==> config.mk <==
export PLATFORM = sky130hd
export DESIGN_NAME = display_mux
export DESIGN_NICKNAME = d
export VERILOG_FILES = /design/src/rtl/display_mux.sv
export SDC_FILE = /design/constraint.sdc
export NUM_CORES = 1
export LEC_CHECK = 0
export BUFFER_PORTS_ARGS = -buffer_cell sky130_fd_sc_hd__buf_2
export CAP_MARGIN = 5
export CORE_MARGIN = 2
export CORE_UTILIZATION = 55
export CTS_CLUSTER_DIAMETER = 50
export DETAILED_ROUTE_END_ITERATION = 10
export PLACE_DENSITY = 0.88
export SYNTH_ARGS = -nofsm -noshare
export SYNTH_HDL_FRONTEND = slang
export SYNTH_SLANG_ARGS = --single-unit
==> constraint.sdc <==
create_clock -name clk -period 3.6 [get_ports clk]
set_clock_uncertainty 0.2 [all_clocks]
set_input_delay 1.08 -clock clk [delete_from_list [all_inputs] [get_ports clk]]
set_output_delay 1.08 -clock clk [all_outputs]
set_load 0.05 [all_outputs]
==> src/rtl/display_mux.sv <==
// Multi-source 7-segment display multiplexer with per-digit blink masks and
// an optional idle fallback to source 0.
module display_mux #(
  parameter int N_DIGITS   = 6,
  parameter int N_SRC      = 2,
  parameter int BLINK_HALF = 25_000_000,
  parameter int TIMEOUT    = 0,
  localparam int SW = (N_SRC > 1) ? $clog2(N_SRC) : 1
) (
  input  logic                        clk,
  input  logic                        rst,
  input  logic [N_SRC-1:0]            en,
  input  logic [N_SRC*N_DIGITS*4-1:0] bcd_in,
  input  logic [N_SRC*N_DIGITS-1:0]   blink_in,
  output logic [N_DIGITS*7-1:0]       hex_out,
  output logic [SW-1:0]               active_src
);

  localparam int BW = (BLINK_HALF > 1) ? $clog2(BLINK_HALF) : 1;
  localparam int TW = (TIMEOUT > 1) ? $clog2(TIMEOUT) : 1;
  localparam logic [BW-1:0] BLINK_LAST = BW'(BLINK_HALF - 1);
  localparam logic [TW-1:0] TO_LAST    = TW'((TIMEOUT > 0) ? TIMEOUT - 1 : 0);
  localparam bit            TO_EN      = (TIMEOUT > 0) && (N_SRC > 1);

  logic [N_SRC*N_DIGITS*4-1:0] digits_r;
  logic [N_SRC*N_DIGITS-1:0]   mask_r;
  logic [SW-1:0]               active_src_r;
  logic [BW-1:0]               blink_cnt_r;
  logic                        phase_r;
  logic [TW-1:0]               idle_r;

  logic                        any_en_s;
  logic [SW-1:0]               lowest_s;
  logic                        fire_s;
  logic [N_DIGITS*4-1:0]       sel_digits_s;
  logic [N_DIGITS-1:0]         sel_mask_s;
  logic [N_DIGITS*7-1:0]       hex_s;

  function automatic logic [6:0] seg7(input logic [3:0] v);
    case (v)
      4'h0:    seg7 = 7'b1000000;
      4'h1:    seg7 = 7'b1111001;
      4'h2:    seg7 = 7'b0100100;
      4'h3:    seg7 = 7'b0110000;
      4'h4:    seg7 = 7'b0011001;
      4'h5:    seg7 = 7'b0010010;
      4'h6:    seg7 = 7'b0000010;
      4'h7:    seg7 = 7'b1111000;
      4'h8:    seg7 = 7'b0000000;
      4'h9:    seg7 = 7'b0010000;
      4'hA:    seg7 = 7'b0111111;
      default: seg7 = 7'b1111111;
    endcase
  endfunction

  // Lowest-index asserted enable, scanned high to low so the lowest wins.
  always_comb begin
    lowest_s = '0;
    for (int s = N_SRC - 1; s >= 0; s--) begin
      if (en[s]) begin
        lowest_s = SW'(s);
      end else begin
        lowest_s = lowest_s;
      end
    end
  end

  assign any_en_s = |en;
  // Fallback only when nothing is being captured this edge: capture wins.
  assign fire_s   = TO_EN && !any_en_s && (active_src_r != '0) && (idle_r == TO_LAST);

  // Per-source digit and blink-mask storage.
  always_ff @(posedge clk) begin
    if (!rst) begin
      digits_r <= '1;
      mask_r   <= '0;
    end else begin
      for (int s = 0; s < N_SRC; s++) begin
        if (en[s]) begin
          digits_r[s*N_DIGITS*4 +: N_DIGITS*4] <= bcd_in[s*N_DIGITS*4 +: N_DIGITS*4];
          mask_r[s*N_DIGITS +: N_DIGITS]       <= blink_in[s*N_DIGITS +: N_DIGITS];
        end
      end
    end
  end

  // Displayed-source selection with idle fallback.
  always_ff @(posedge clk) begin
    if (!rst) begin
      active_src_r <= '0;
    end else if (any_en_s) begin
      active_src_r <= lowest_s;
    end else if (fire_s) begin
      active_src_r <= '0;
    end else begin
      active_src_r <= active_src_r;
    end
  end

  // Idle counter: runs only while a non-zero source is shown without captures.
  always_ff @(posedge clk) begin
    if (!rst) begin
      idle_r <= '0;
    end else if (any_en_s || fire_s || !TO_EN) begin
      idle_r <= '0;
    end else if (active_src_r != '0) begin
      idle_r <= idle_r + TW'(1);
    end else begin
      idle_r <= idle_r;
    end
  end

  // Free-running blink timebase; captures never touch it.
  always_ff @(posedge clk) begin
    if (!rst) begin
      blink_cnt_r <= '0;
      phase_r     <= 1'b0;
    end else if (blink_cnt_r == BLINK_LAST) begin
      blink_cnt_r <= '0;
      phase_r     <= ~phase_r;
    end else begin
      blink_cnt_r <= blink_cnt_r + BW'(1);
      phase_r     <= phase_r;
    end
  end

  // Pick the active source's digits and mask.
  always_comb begin
    sel_digits_s = digits_r[int'(active_src_r)*N_DIGITS*4 +: N_DIGITS*4];
    sel_mask_s   = mask_r[int'(active_src_r)*N_DIGITS +: N_DIGITS];
  end

  // Segment decode with blink blanking; reset forces every segment off.
  always_comb begin
    hex_s = '1;
    if (!rst) begin
      hex_s = '1;
    end else begin
      for (int d = 0; d < N_DIGITS; d++) begin
        if (phase_r && sel_mask_s[d]) begin
          hex_s[d*7 +: 7] = 7'b1111111;
        end else begin
          hex_s[d*7 +: 7] = seg7(sel_digits_s[d*4 +: 4]);
        end
      end
    end
  end

  assign hex_out    = hex_s;
  assign active_src = active_src_r;

endmodule

==> impl_metrics.yaml, run 1 <==
critical_path:
  critical_path.max_stage_delay_ns: 0.44
  crit_family: "buffers and inverters"
  r2r_slack_ns: 1.17
  critPathSlowestCell: "dfxtp_4"
  r2r-end: "blink_cnt_r[8]$_SDFF_PP0_"
  crit_required_ns: 2.32
  critPathArrivalTime_ns: 2.27
  reg2reg_depth: 4
  path_buf_inv: 3
  r2r-start: "blink_cnt_r[17]$_SDFF_PP0_"
  worstPathMaxFanout: 11
  crit_type: "reg2out"
  crit_path_end_kind: "primary output"
  crit_chain: "buf_12 -> mux2i_4 -> inv_1 -> ha_1 -> o211ai_1 -> nand2_1 -> buf_2"
  startpoint_type: "flip-flop"
floorplanning:
  initial_core_util_pct: 56.68
  core_um2: 8678
  die_y_um: 98.57
  fp.dieW_um: 98.57
  num_rows: 34
  die-area_um2: 9715
  pin_count: 107
sta:
  min_period_over_period_pct: 98.58
  report.final.slew_viol_count: 0
  setup_viol: 0
  slew-limit-headroom_pct: 57.27
  worst-slew-pin-transition_ns: 0.6386
  fin_crit_ns: 3.549
  setup_ws_ns: 0.05109
  max_freq_mhz: 281.8
  hold_viol: 0
placed_design:
  port_buffers: 106
  placedCellCount: 766
  hpwl_um: 8452
  gp_congestion: 0.8617
  dp_slack_ns: 0.009979
min_path:
  min_path_cells: 2
  holdCritPathClass: "reg2reg"
  hp-start: "digits_r[16]$_SDFFE_PN1P_"
  min_delay_worst_endpoint: "digits_r[16]$_SDFFE_PN1P_"
synth:
  ys_seq_area_share_pct: 35.41
  syn-num-nets: 662
  synthArstFlopShare_pct: 0
  yosys_most_used_dff: "dfxtp_1"
  ys_types: 32
  avgSynthCellArea_um2: 8.675
  yosys_warnings: 0
  synthCells: 567
  synth_edf_count: 0
  synth_area_um2: 4918
  yosys_register_bits: 87
clock_tree:
  path_clk_slew_ns: 0.08
  cts_made_buffers: 9
  clock_sinks: 87
  cts_tree: "yes"
  cts_max_level: 3
  clk_latency_ns: 0.36
  cts.path.max_buffers: 2
  cts-root-buf: "clkbuf_8"
layout:
  drive_gt1_share_pct: 30.58
  num-fill-cells: 569
  register_area_um2: 1745
  layout_common_cells: "buf_2, mux2i_1, dfxtp_1"
  multi_input_area_um2: 3262
  finalNonFillerCells: 785
  layout.nets: 767
  area_growth_pct: 26.10
  final_common_cell: "buf_2"
  antenna_cells: 0
  final_core_util_pct: 71.47
global_route:
  first_global_vias: 4327
  grt-ovfl-total: 0
  track_usage_pct: 25.19
  grt_pass1_wl_um: 20130
  grt_max_degree: 50
  antenna_found_initial: 0
route:
  vias: 4517
  wirelength_um: 12810
  drtPass1Iterations: 5
  drtIter0Drc: 233
  ant_nets: 0
  drc: 0
  vias_per_cell: 5.754
  wl_per_cell_um: 16.32
power:
  vdd_drop_max_mv: 0.1943
  p_total_mw: 2.402
  powerDensity_nw_per_um2: 387.3
  power.switching_uw: 706.3
  internal_power_mw: 1.695
  power_frac_comb_pct: 21.0
  swShare_pct: 29.41
  clkPwrFrac_pct: 35.6
  p_leak_nw: 2.577
  power_frac_seq_pct: 43.3
outcome:
  status: "complete, no violations"
run:
  maxCapViolations: 0
-- cell families (layout without fill, tap and decap cells) --
kind of cell             count (synthesis)  after routing  share of synthesized area, %
AND/OR/NAND/NOR                        187            187                         17.53
multiplexers                           113            113                         23.38
flip-flops                              87             87                         35.41
AO/OA/AOI/OAI                           82             82                         9.031
buffers and inverters                   53            163                         4.273
adder cells (fa/ha/maj)                 31             31                         7.886
XOR/XNOR                                14             14                         2.493
-- power groups by stage --
stage | sequential [mW] | combinational (mW) | clock (mW)
floorplan | 1.05 | 0.348 | 0
global placement | 1.05 | 0.450 | 0
finish | 1.04 | 0.505 | 0.856
detailed placement | 1.06 | 0.468 | 0
CTS | 1.04 | 0.486 | 0.856
global route | 1.05 | 0.542 | 0.902
-- how the worst max path moves through the flow --
stage,to,cells past startpoint,start
floorplan,hex_out[22],6,rst
global placement,hex_out[35],7,rst
detailed placement,hex_out[15],7,rst
CTS,hex_out[26],7,active_src$_SDFFE_PN0P_
global route,hex_out[26],7,active_src$_SDFFE_PN0P_
finish,hex_out[26],7,active_src$_SDFFE_PN0P_
-- repair_timing --
action / in CTS / in global routing
hold buffers: 0 / 0
setup endpoints to repair: 24 / 38
setup buffers: 0 / 2
cloned: 0 / 1
pin swaps: 0 / 0
resized for setup: 19 / 13
-- metal layers --
| metal | part of all wire [%] | wire length (µm) | up-vias | GRT usage, % |
|---|---|---|---|---|
| met3 | 5.8 | 742 | 28 | 5.461 |
| met5 | 0 | 0 | - | 0 |
| met4 | 2.3 | 295 | 0 | 6.533 |
| met1 | 40 | 5186 | 2132 | 30.38 |
| met2 | 51 | 6587 | 180 | 45.47 |
| li1 | - | - | 2177 | - |
-- cell type report --
class,instances,share of cell area [%]
clock inverters,5,1.674
well taps,108,2.179
repair buffers,125,11.64
inverters,22,1.331
clock buffers,11,2.441
multi-input cells,427,52.59
flip-flops and latches,87,28.14
-- Yosys cell counts, types with 15 or more instances --
cell / instances / area share, %
mux2i_1: 98 / 20
nor2_1: 32 / 2.4
o21ai_0: 35 / 3.6
nand2_1: 89 / 6.8
mux2_2: 15 / 3.4
a21oi_1: 35 / 3.6
inv_1: 22 / 1.7
dfxtp_1: 87 / 35
nand3_1: 21 / 2.1
clkbuf_1: 18 / 1.4
ha_1: 31 / 7.9
-- worst register-to-register path, cell delays in order, from the launching register on --
cell,delay (ns)
dfxtp_1,0.35
or4b_1,0.52
or4_4,0.55
o21ai_4,0.55
nor2_1,0.12
-- through the flow --
step / setup TNS (ns) / cell area [µm²] / hold slack, ns
floorplan: -0.2209 / 5057 / 0.2375
global placement: 0 / 5741 / 0.2524
detailed placement: 0 / 5741 / 0.2587
CTS: -0.07387 / 6088 / 0.2804
global route: -0.03024 / 6202 / 0.3262
finish: 0 / 6202 / 0.2855
-- sequential cells by signal (all words and copies together), names as in the netlist --
signal       flops
active_src       1
phase_r          1
blink_cnt_r     25
mask_r          12
digits_r        48
(Power assumes the default switching activity.)
==> run 2: changes to the inputs <==
==> constraint.sdc (replaced) <==
create_clock -name clk -period 3.6 [get_ports clk]
set_clock_uncertainty 0.2 [all_clocks]
set_input_delay 1.08 -clock clk [delete_from_list [all_inputs] [get_ports clk]]
set_output_delay 1.08 -clock clk [all_outputs]
set_load 0.01 [all_outputs]
==> run 2 against run 1 <==
Compared with the run above:
- flip-flop and latch count unchanged
- maximum frequency down 0.22%
- global-route usage up 0.52 points
- die area unchanged
- worst hold slack worse by 0.0037 ns
==> impl_metrics.yaml, run 2 (synthesis results as in run 1) <==
floorplanning:
  num_rows: 34
  pin_count: 107
  fp.dieW_um: 98.57
  initial_core_util_pct: 56.68
  die_y_um: 98.57
  core_um2: 8678
  die-area_um2: 9715
power:
  power.switching_uw: 657.0
  p_leak_nw: 2.539
  swShare_pct: 31.03
  power_frac_comb_pct: 19.4
  powerDensity_nw_per_um2: 352.1
  clkPwrFrac_pct: 31.5
  vdd_drop_max_mv: 0.1601
  power_frac_seq_pct: 49.2
  internal_power_mw: 1.461
sta:
  max_freq_mhz: 281.2
  setup_ws_ns: 0.04334
  hold_viol: 0
  worst-slew-pin-transition_ns: 0.7361
  rsz0062_at_grt: "true"
  min_period_over_period_pct: 98.80
  slew-limit-headroom_pct: 50.93
  report.final.slew_viol_count: 0
  setup_viol: 0
  finalSetupTns_ns: 0
  fin_crit_ns: 3.557
global_route:
  grt-ovfl-total: 0
  antenna_found_initial: 0
  first_global_vias: 4418
  grt_max_degree: 50
  grt_pass1_wl_um: 20440
  track_usage_pct: 25.71
route:
  vias: 4551
  ant_nets: 0
  drtIter0Drc: 292
  vias_per_cell: 5.775
  wl_per_cell_um: 16.48
  wirelength_um: 12990
  drc: 0
  drtPass1Iterations: 6
layout:
  num-fill-cells: 594
  antenna_cells: 0
  largest_register_ffs: 48
  finalNonFillerCells: 788
  area_growth_pct: 22.28
  layout_common_cells: "buf_2, nand2_1, mux2i_1, dfxtp_1, o21ai_0"
  top_register: "digits_r"
  layout.nets: 770
  reg.largest.list: "digits_r x48, blink_cnt_r x25, mask_r x12"
  final_common_cell: "buf_2"
  drive_gt1_share_pct: 26.76
clock_tree:
  path_clk_slew_ns: 0.10
  cts_made_buffers: 9
  clock_sinks: 87
  cts_max_level: 3
  clk_latency_ns: 0.38
  cts-root-buf: "clkbuf_8"
  cts_tree: "yes"
  cts.path.max_buffers: 2
placed_design:
  placedCellCount: 764
  port_buffers: 106
  dp_slack_ns: 0.07887
  gp_congestion: 0.9299
  hpwl_um: 8890
critical_path:
  r2r_slack_ns: 1.10
  critPathArrivalTime_ns: 2.28
  crit_type: "reg2out"
  crit_required_ns: 2.32
  startpoint_type: "flip-flop"
  worstPathMaxFanout: 12
  crit_path_end_kind: "primary output"
run:
  maxCapViolations: 0
outcome:
  status: "complete, no violations"
min_path:
  holdCritPathClass: "reg2reg"
==> run 2: cell count changes in the layout (fill, tap and decap cells not counted), sizes merged <==
cell,change
clkbuf,-3
buf,+4
clkinvlp,+1
inv,+4
bufinv,-3
==> run 2: final cells by class <==
cell class                 instances  area, µm²  area share (%)
multi-input combinational        427       3126           51.97
sequential                        87       1745           29.02
inverter                          22      82.58           1.373
timing repair buffer             128      737.0           12.25
clock inverter                     7      65.06           1.082
tap                              108      135.1           2.247
clock buffer                       9      123.9           2.059
==> run 2: per-stage QoR <==
stage / hold slack [ns] / util [%] / power (mW) / instance area, µm²
floorplan: 0.2375 / - / 1.296 / 4918
global placement: 0.2504 / 64.53 / 1.401 / 5600
detailed placement: 0.2589 / 64.53 / 1.425 / 5600
CTS: 0.2827 / 67.13 / 2.081 / 5826
global route: 0.3034 / 69.31 / 2.215 / 6015
finish: 0.2818 / 69.31 / 2.118 / 6015
==> run 2: final timing paths <==
path                               from                   endpoint  cells after the start
max             active_src$_SDFFE_PN0P_                hex_out[11]                      8
max reg2reg  blink_cnt_r[17]$_SDFF_PP0_  blink_cnt_r[9]$_SDFF_PP0_                      4
min reg2reg   digits_r[21]$_SDFFE_PN1P_  digits_r[21]$_SDFFE_PN1P_                      2
min           digits_r[21]$_SDFFE_PN1P_  digits_r[21]$_SDFFE_PN1P_                      2
==> run 2: power groups by stage <==
stage	combinational, mW	sequential, mW	clock, mW
after floorplan	0.250	1.05	0
after global placement	0.349	1.05	0
after detailed placement	0.369	1.06	0
after CTS	0.377	1.04	0.669
after global routing	0.450	1.05	0.717
final	0.410	1.04	0.667
==> run 2: worst max-delay path, stage by stage (launching register included) <==
cell and delay, ns:
dfxtp_4 0.48, buf_12 0.20, mux2i_4 0.34, inv_1 0.12
ha_1 0.23, mux2i_1 0.12, o21ai_0 0.11, nand2_1 0.12
buf_2 0.16
==> run 2: per-layer routing <==
layer,share of wire [%],track usage (%),vias up
met1,40,31.52,2126
met5,0,0,-
li1,-,-,2182
met2,50,45.47,212
met3,7.0,4.468,31
met4,2.5,9.062,0
==> run 2: what timing repair did <==
| item | in CTS | in global routing |
|---|---|---|
| hold buffers | 0 | 0 |
| gates resized for setup | 9 | 25 |
| setup endpoints to repair | 37 | 37 |
| setup buffers | 0 | 8 |
